==> config.mk <==
export PLATFORM = sky130hd
export DESIGN_NAME = traffic_light_monitor
export DESIGN_NICKNAME = d
export VERILOG_FILES = /design/src/rtl/traffic_light_monitor.sv
export SDC_FILE = /design/constraint.sdc
export NUM_CORES = 1
export LEC_CHECK = 0
export ABC_AREA = 1
export CAP_MARGIN = 20
export CORE_ASPECT_RATIO = 2
export CORE_MARGIN = 3
export CORE_UTILIZATION = 55
export CTS_CLUSTER_SIZE = 16
export DETAILED_ROUTE_END_ITERATION = 7
export GPL_ROUTABILITY_DRIVEN = 0
export GPL_TIMING_DRIVEN = 0
export PLACE_DENSITY = 0.81
export RECOVER_POWER = 100
export SLEW_MARGIN = 0
export SYNTH_ARGS = -nofsm -noshare
export SYNTH_HDL_FRONTEND = slang
export SYNTH_SLANG_ARGS = --single-unit
==> constraint.sdc <==
create_clock -name CLK1Hz -period 3.2 [get_ports CLK1Hz]
set_input_delay 0.64 -clock CLK1Hz [delete_from_list [all_inputs] [get_ports CLK1Hz]]
set_output_delay 0.64 -clock CLK1Hz [all_outputs]
set_load 0.01 [all_outputs]
==> src/rtl/traffic_light_monitor.sv <==
// rtl/traffic_light_monitor.sv - passive phase/dwell checker on the crossing lamp bus
module traffic_light_monitor #(
    parameter int GREEN_T  = 25,
    parameter int YELLOW_T = 5
) (
    input  logic       CLK1Hz,
    input  logic       nRST,
    input  logic [7:0] led_in,
    output logic       locked,
    output logic       fault,
    output logic [2:0] fault_code,
    output logic [1:0] phase,
    output logic [5:0] dwell,
    output logic [7:0] cycle_cnt
);

    typedef enum logic [1:0] {
        S_IDLE    = 2'd0,
        S_ACQUIRE = 2'd1,
        S_TRACK   = 2'd2,
        S_FAULT   = 2'd3
    } state_t;

    localparam logic [2:0] FC_NONE     = 3'd0;
    localparam logic [2:0] FC_ILLEGAL  = 3'd1;
    localparam logic [2:0] FC_CONFLICT = 3'd2;
    localparam logic [2:0] FC_BAD_SEQ  = 3'd3;
    localparam logic [2:0] FC_SHORT    = 3'd4;
    localparam logic [2:0] FC_LONG     = 3'd5;
    localparam logic [2:0] FC_DARK     = 3'd6;

    localparam logic [5:0] GREEN_W  = 6'(GREEN_T);
    localparam logic [5:0] YELLOW_W = 6'(YELLOW_T);

    state_t     state, state_n;
    logic [7:0] prev_pat;
    logic [2:0] code_n;
    logic [1:0] phase_n;
    logic [7:0] cnt_n;
    logic [5:0] dwell_n;

    logic [2:0] road_a, road_b;
    logic       one_a, one_b;
    logic       is_dark, is_conflict, is_phase, is_illegal;
    logic [1:0] pat_phase;
    logic [5:0] expected;
    logic [1:0] succ;

    always_comb begin
        road_a      = led_in[2:0];
        road_b      = led_in[7:5];
        one_a       = (road_a == 3'b100) || (road_a == 3'b010) || (road_a == 3'b001);
        one_b       = (road_b == 3'b100) || (road_b == 3'b010) || (road_b == 3'b001);
        is_dark     = (led_in == 8'h00);
        is_conflict = one_a && one_b && !road_a[2] && !road_b[2];
        is_phase    = 1'b1;
        pat_phase   = 2'd0;
        case (led_in)
            8'b001_00_100: pat_phase = 2'd0;
            8'b010_00_100: pat_phase = 2'd1;
            8'b100_00_001: pat_phase = 2'd2;
            8'b100_00_010: pat_phase = 2'd3;
            default:       is_phase  = 1'b0;
        endcase
        is_illegal = !is_dark && !is_conflict && !is_phase;
        expected   = phase[0] ? YELLOW_W : GREEN_W;
        succ       = phase + 2'd1;
        if (led_in != prev_pat)
            dwell_n = 6'd1;
        else if (dwell == 6'd63)
            dwell_n = 6'd63;
        else
            dwell_n = dwell + 6'd1;
    end

    always_comb begin
        state_n = state;
        code_n  = fault_code;
        phase_n = phase;
        cnt_n   = cycle_cnt;
        // Decode-level faults outrank every sequencing fault on the same edge
        if (state != S_FAULT && is_conflict) begin
            state_n = S_FAULT;
            code_n  = FC_CONFLICT;
        end else if (state != S_FAULT && is_illegal) begin
            state_n = S_FAULT;
            code_n  = FC_ILLEGAL;
        end else begin
            case (state)
                S_IDLE: begin
                    if (is_phase) begin
                        state_n = S_ACQUIRE;
                        phase_n = pat_phase;
                    end
                end
                S_ACQUIRE: begin
                    if (is_dark) begin
                        state_n = S_IDLE;
                    end else if (pat_phase == phase) begin
                        if (dwell >= GREEN_W) begin
                            state_n = S_FAULT;
                            code_n  = FC_LONG;
                        end
                    end else if (pat_phase == succ) begin
                        state_n = S_TRACK;
                        phase_n = pat_phase;
                    end else begin
                        state_n = S_FAULT;
                        code_n  = FC_BAD_SEQ;
                    end
                end
                S_TRACK: begin
                    if (is_dark) begin
                        state_n = S_FAULT;
                        code_n  = FC_DARK;
                    end else if (pat_phase == phase) begin
                        if (dwell >= expected) begin
                            state_n = S_FAULT;
                            code_n  = FC_LONG;
                        end
                    end else if (pat_phase != succ) begin
                        state_n = S_FAULT;
                        code_n  = FC_BAD_SEQ;
                    end else if (dwell < expected) begin
                        state_n = S_FAULT;
                        code_n  = FC_SHORT;
                    end else begin
                        phase_n = pat_phase;
                        if (phase == 2'd3)
                            cnt_n = cycle_cnt + 8'd1;
                    end
                end
                default: begin
                    // Only a dark bus (controller held in reset) clears a fault
                    if (is_dark) begin
                        state_n = S_IDLE;
                        code_n  = FC_NONE;
                    end
                end
            endcase
        end
    end

    always_ff @(posedge CLK1Hz or negedge nRST) begin
        if (!nRST) begin
            state      <= S_IDLE;
            prev_pat   <= 8'h00;
            fault_code <= FC_NONE;
            phase      <= 2'd0;
            dwell      <= 6'd0;
            cycle_cnt  <= 8'd0;
        end else begin
            state      <= state_n;
            prev_pat   <= led_in;
            fault_code <= code_n;
            phase      <= phase_n;
            dwell      <= dwell_n;
            cycle_cnt  <= cnt_n;
        end
    end

    assign locked = (state == S_TRACK);
    assign fault  = (state == S_FAULT);

endmodule

# After elaboration in Yosys (flattened, before gate mapping)
# Index checks and enable logic that the tools add are counted.
# totals
reg_bits	29
latchBits	0
ramBits	0
mem_bits_ro	0
in_bits	10
out_inout_bits	21
elab_cells	121
mem_count	0
# op_classes
n_addsub	3
multipliers	0
n_div	0
magnitude_cmp	3
n_eq_ne	36
shift	0
n_mux	41
bitwise	6
n_reduce_logical	26
# ops
op	n
two-way mux 2 bit	20
two-way mux 3 bit	12
!= test 2 bit (second input constant)	9
case mux 2 bit (3 select lines)	3
== test 8 bit (second input constant)	2
two-way mux 6 bit	2
AND reduction 11 bit	1
!= test 5 bit (second input constant)	2
case mux 3 bit (3 select lines)	1
adder 8 x 1 -> 8 bit (second input constant)	1
== test 8 x 6 -> 1 bit (second input constant)	1
== test 8 x 7 -> 1 bit (second input constant)	1
logical NOT 8 bit	1
!= test 4 bit (second input constant)	2
!= test 8 bit	1
AND reduction 8 bit	1
logical AND 1 bit	7
!= test 7 x 1 -> 1 bit (second input constant)	1
AND reduction 7 bit	1
adder 6 x 1 -> 6 bit (second input constant)	1
== test 2 bit (second input constant)	3
== test 3 x 1 -> 1 bit (second input constant)	2
== test 3 x 2 -> 1 bit (second input constant)	2
== test 3 bit (second input constant)	2
other kinds (22)	36

# Logic depth before layout (Yosys ltp)
# depth
ltp_word	12
ltp_mapped	16
mapped_depth_nobuf	16

# Least setup slack after synthesis
# Ideal clock, no wire load.
# synth_path
path_type	input port to flip-flop
start	input led_in[6]
end	register cycle_cnt[3]
setup_ns	0.079
t_arrival_ns	1.740
t_required_ns	3.121
slack_ns	1.380
cell_stages	10
n_path_buf	0
path_cell_list	inv_1 nand2_1 nor3_4 nor2_2 nand3_2 nand2_2 nor2_4 nand2_4 nor2_2 xor2_1
# synth_via
elab_chain_cells	12
word_cells_on_any_way	31
classes_between	eq/ne (9); mux (2); bitwise (5); reduce/logical (15)
# synth_lines
element	line	rtl
start: declaration	8	input logic [7:0] led_in,
== test 3 bit or == test 3 x 2 -> 1 bit (tied branches)	53	one_b = (road_b == 3'b100) || (road_b == 3'b010) || (road_b == 3'b001);
logical OR 1 bit (2 in series)	53	
logical AND 1 bit (3 in series)	55	is_conflict = one_a && one_b && !road_a[2] && !road_b[2];
logical NOT 1 bit	65	is_illegal = !is_dark && !is_conflict && !is_phase;
logical AND 1 bit (2 in series)	65	
logical AND 1 bit	85	end else if (state != S_FAULT && is_illegal) begin
NOT 1 bit (no line)	--	
AND reduction 8 bit (no line) (*)	--	
end signal: assignment	158	cycle_cnt <= cnt_n;
end: declaration	14	output logic [7:0] cycle_cnt
# Mark *: on every way between the ends. The rest lies on a longest branch, timed or not.
# A chain may end at the register's enable or synchronous reset.

# Worst setup path after layout
# layout_path
start	input led_in[7]
end	register cycle_cnt[5]
# The elaborated chain is that of the path after synthesis.

==> out/results.ini <==
[cells_and_area]
area_growth_pct = 22.9
antenna_cells = 0
nNetsFinal = 327
drive_above_1_share = 0.105
mostFrequentLayoutCells = nand2_1 (74), inv_1 (30), dlygate4sd3_1 (30), dfrtp_1 (29), nand3_1 (27)
final_common_cell = nand2_1

[placed_design]
dp_hpwl_mm = 3.27
port_buffers = 30

[yosys]
synthesis.area_um2 = 2010
synthCells = 267
synth_flop_cell = dfrtp_1
synth-seq-area-share = 0.362
avgSynthCellArea_um2 = 7.52
synth_nets = 289
async_flop_share = 1.00
synth_cell_types = 26
yosysWarnings = 0
ys_seq_elements = 29
synth_edf_count = 0

[grt]
gr-usage-all-layers = 0.207
grt_pass1_vias = 1801
overflow = 0
grt_max_degree = 17
grt_pass1_wl_mm = 7.31
antenna_found_initial = 0

[drt]
wl_per_cell_um = 11.5
ant_nets = 0
first_pass_iters = 4
vias = 1802
wl_mm = 4.09
drc = 0
post_drt_via_cell_ratio = 5.09
dr.first_iter.drc_count = 45

[timing]
slew_headroom = 0.428
hold_viol_final = 0
fmax_ghz = 0.386
finalMaxSlewViolations = 0
finalSetupTns_ns = 0
worst_pin_slew_ns = 0.858
rsz0062_at_grt = false
finalClockSkew_ns = 0.00680
setup_viol = 0
timing.final.crit_share = 0.810
fin_crit_ns = 2.59

[critical_path]
start_kind = input port
required_ns = 3.41
arrival_ns = 2.81
critPathMaxFanout = 7
worstSetupPathType = input port to flip-flop
end_kind = flip-flop

[power]
clkPwrFrac = 0.253
p_int_uw = 936
total_power_mw = 1.55
pwr-share-seq = 0.294
power.leakage_nw = 1.29
ir_drop_v = 0.000524
power_density_nw_per_um2 = 627
p_switching_uw = 610
swShare = 0.395
pwr-share-comb = 0.453

[die]
core_area_um2 = 3450
dieArea_um2 = 4450
die_h_um = 91.4
dieWidth_um = 48.7
rows = 30
ios = 31
start_util = 0.581

[clock_tree]
path_clk_slew_ns = 0.06
cts.repair.resized = 0
cts_tree = done
clockBufferDepth = 2
hold_buffers = 0
htreeDepth = 2
clk_latency_ns = 0.29
clock_sinks = 29
cts_buffers = 5
cts_root_buffer = clkbuf_8
postCtsSetupBuffers = 0

[flow_run]
cap_violations = 0

[min_path]
hold_path_class = flip-flop to flip-flop

[run_status]
status = completed

[registers in the layout, summed over array words and instances, names as in the netlist]
| signal | flops |
|---|---|
| cycle_cnt | 8 |
| prev_pat | 8 |
| dwell | 6 |
| fault_code | 3 |
| phase | 2 |
| state | 2 |
[logic make-up (layout without fill, tap and decap cells)]
family / after synthesis / count (layout) / synth area share
simple gates: 158 / 158 / 0.378
buf+inv: 32 / 71 / 0.0599
flops: 29 / 29 / 0.362
compound gates: 20 / 20 / 0.0561
xor+xnor: 16 / 16 / 0.0698
fa+ha+maj: 12 / 12 / 0.0748
[Yosys cell counts (3+ instances only)]
library cell / number / share of area
nand4_1: 4 / 0.012
nor2_1: 24 / 0.045
o21ai_0: 6 / 0.015
inv_1: 30 / 0.056
nand3_1: 26 / 0.065
nor2_4: 4 / 0.022
xnor2_1: 12 / 0.052
a21oi_1: 8 / 0.020
nand3b_1: 3 / 0.011
ha_1: 12 / 0.075
xor2_1: 4 / 0.017
nand2_1: 73 / 0.14
nor2_2: 5 / 0.016
nand2_2: 12 / 0.037
dfrtp_1: 29 / 0.36
[power by group through the flow]
stage	registers (mW)	clock network [mW]	logic (mW)
floorplan	0.467	0	0.512
global placement	0.462	0	0.716
detailed placement	0.463	0	0.730
CTS	0.457	0.401	0.735
global route	0.463	0.419	0.795
finish	0.454	0.391	0.701
[critical path, cell delays in order]
cell,delay [ns]
dlygate4sd3_1,0.61
inv_2,0.09
nand2_1,0.12
o21ai_0,0.27
nand2_1,0.11
nand3_1,0.16
nand2_2,0.13
nor2_4,0.15
nand2_1,0.20
nor2_1,0.17
xor2_1,0.16
[final timing paths]
check | from | endpoint | slack, ns | depth (start not counted)
max | led_in[7] | cycle_cnt[5]$_DFFE_PN0P_ | 0.61 | 11
min | cycle_cnt[7]$_DFFE_PN0P_ | cycle_cnt[7]$_DFFE_PN0P_ | 0.46 | 1
max reg2reg | phase[0]$_DFFE_PN0P_ | state[0]$_DFFE_PN0P_ | 1.16 | 11
min reg2reg | cycle_cnt[7]$_DFFE_PN0P_ | cycle_cnt[7]$_DFFE_PN0P_ | 0.46 | 1
max in group asynchronous | nRST | dwell[1]$_DFF_PN0_ | 1.21 | 2
min in group asynchronous | nRST | cycle_cnt[6]$_DFFE_PN0P_ | 0.81 | 1
[final cells by class]
cell class	count	area [um2]
repair buffers	31	304
multi-input cells	206	1140
flip-flops and latches	29	726
inverters	32	120
clock inverters	1	30.0
well taps	48	60.1
clock buffers	7	86.3
fillers	314	987
[metrics by stage]
step	cell area (um2)	hold slack [ns]	utilization	cells	setup slack, ns
after global placement	2370	0.454	0.686	345	0.605
final	2470	0.459	0.714	354	0.607
after detailed placement	2390	0.456	0.693	346	0.611
after global routing	2470	0.489	0.714	354	0.371
after CTS	2510	0.469	0.727	354	0.850
after floorplan	2010	0.344	-	267	1.38
[routing by layer]
metal,part of all wire,global-route usage,up-vias
li1,-,-,928
met1,0.35,0.192,833
met2,0.59,0.403,28
met3,0.029,0.0378,13
met4,0.032,0.116,0
met5,0,0,-
Note: power is estimated with default switching activity, not from simulation.
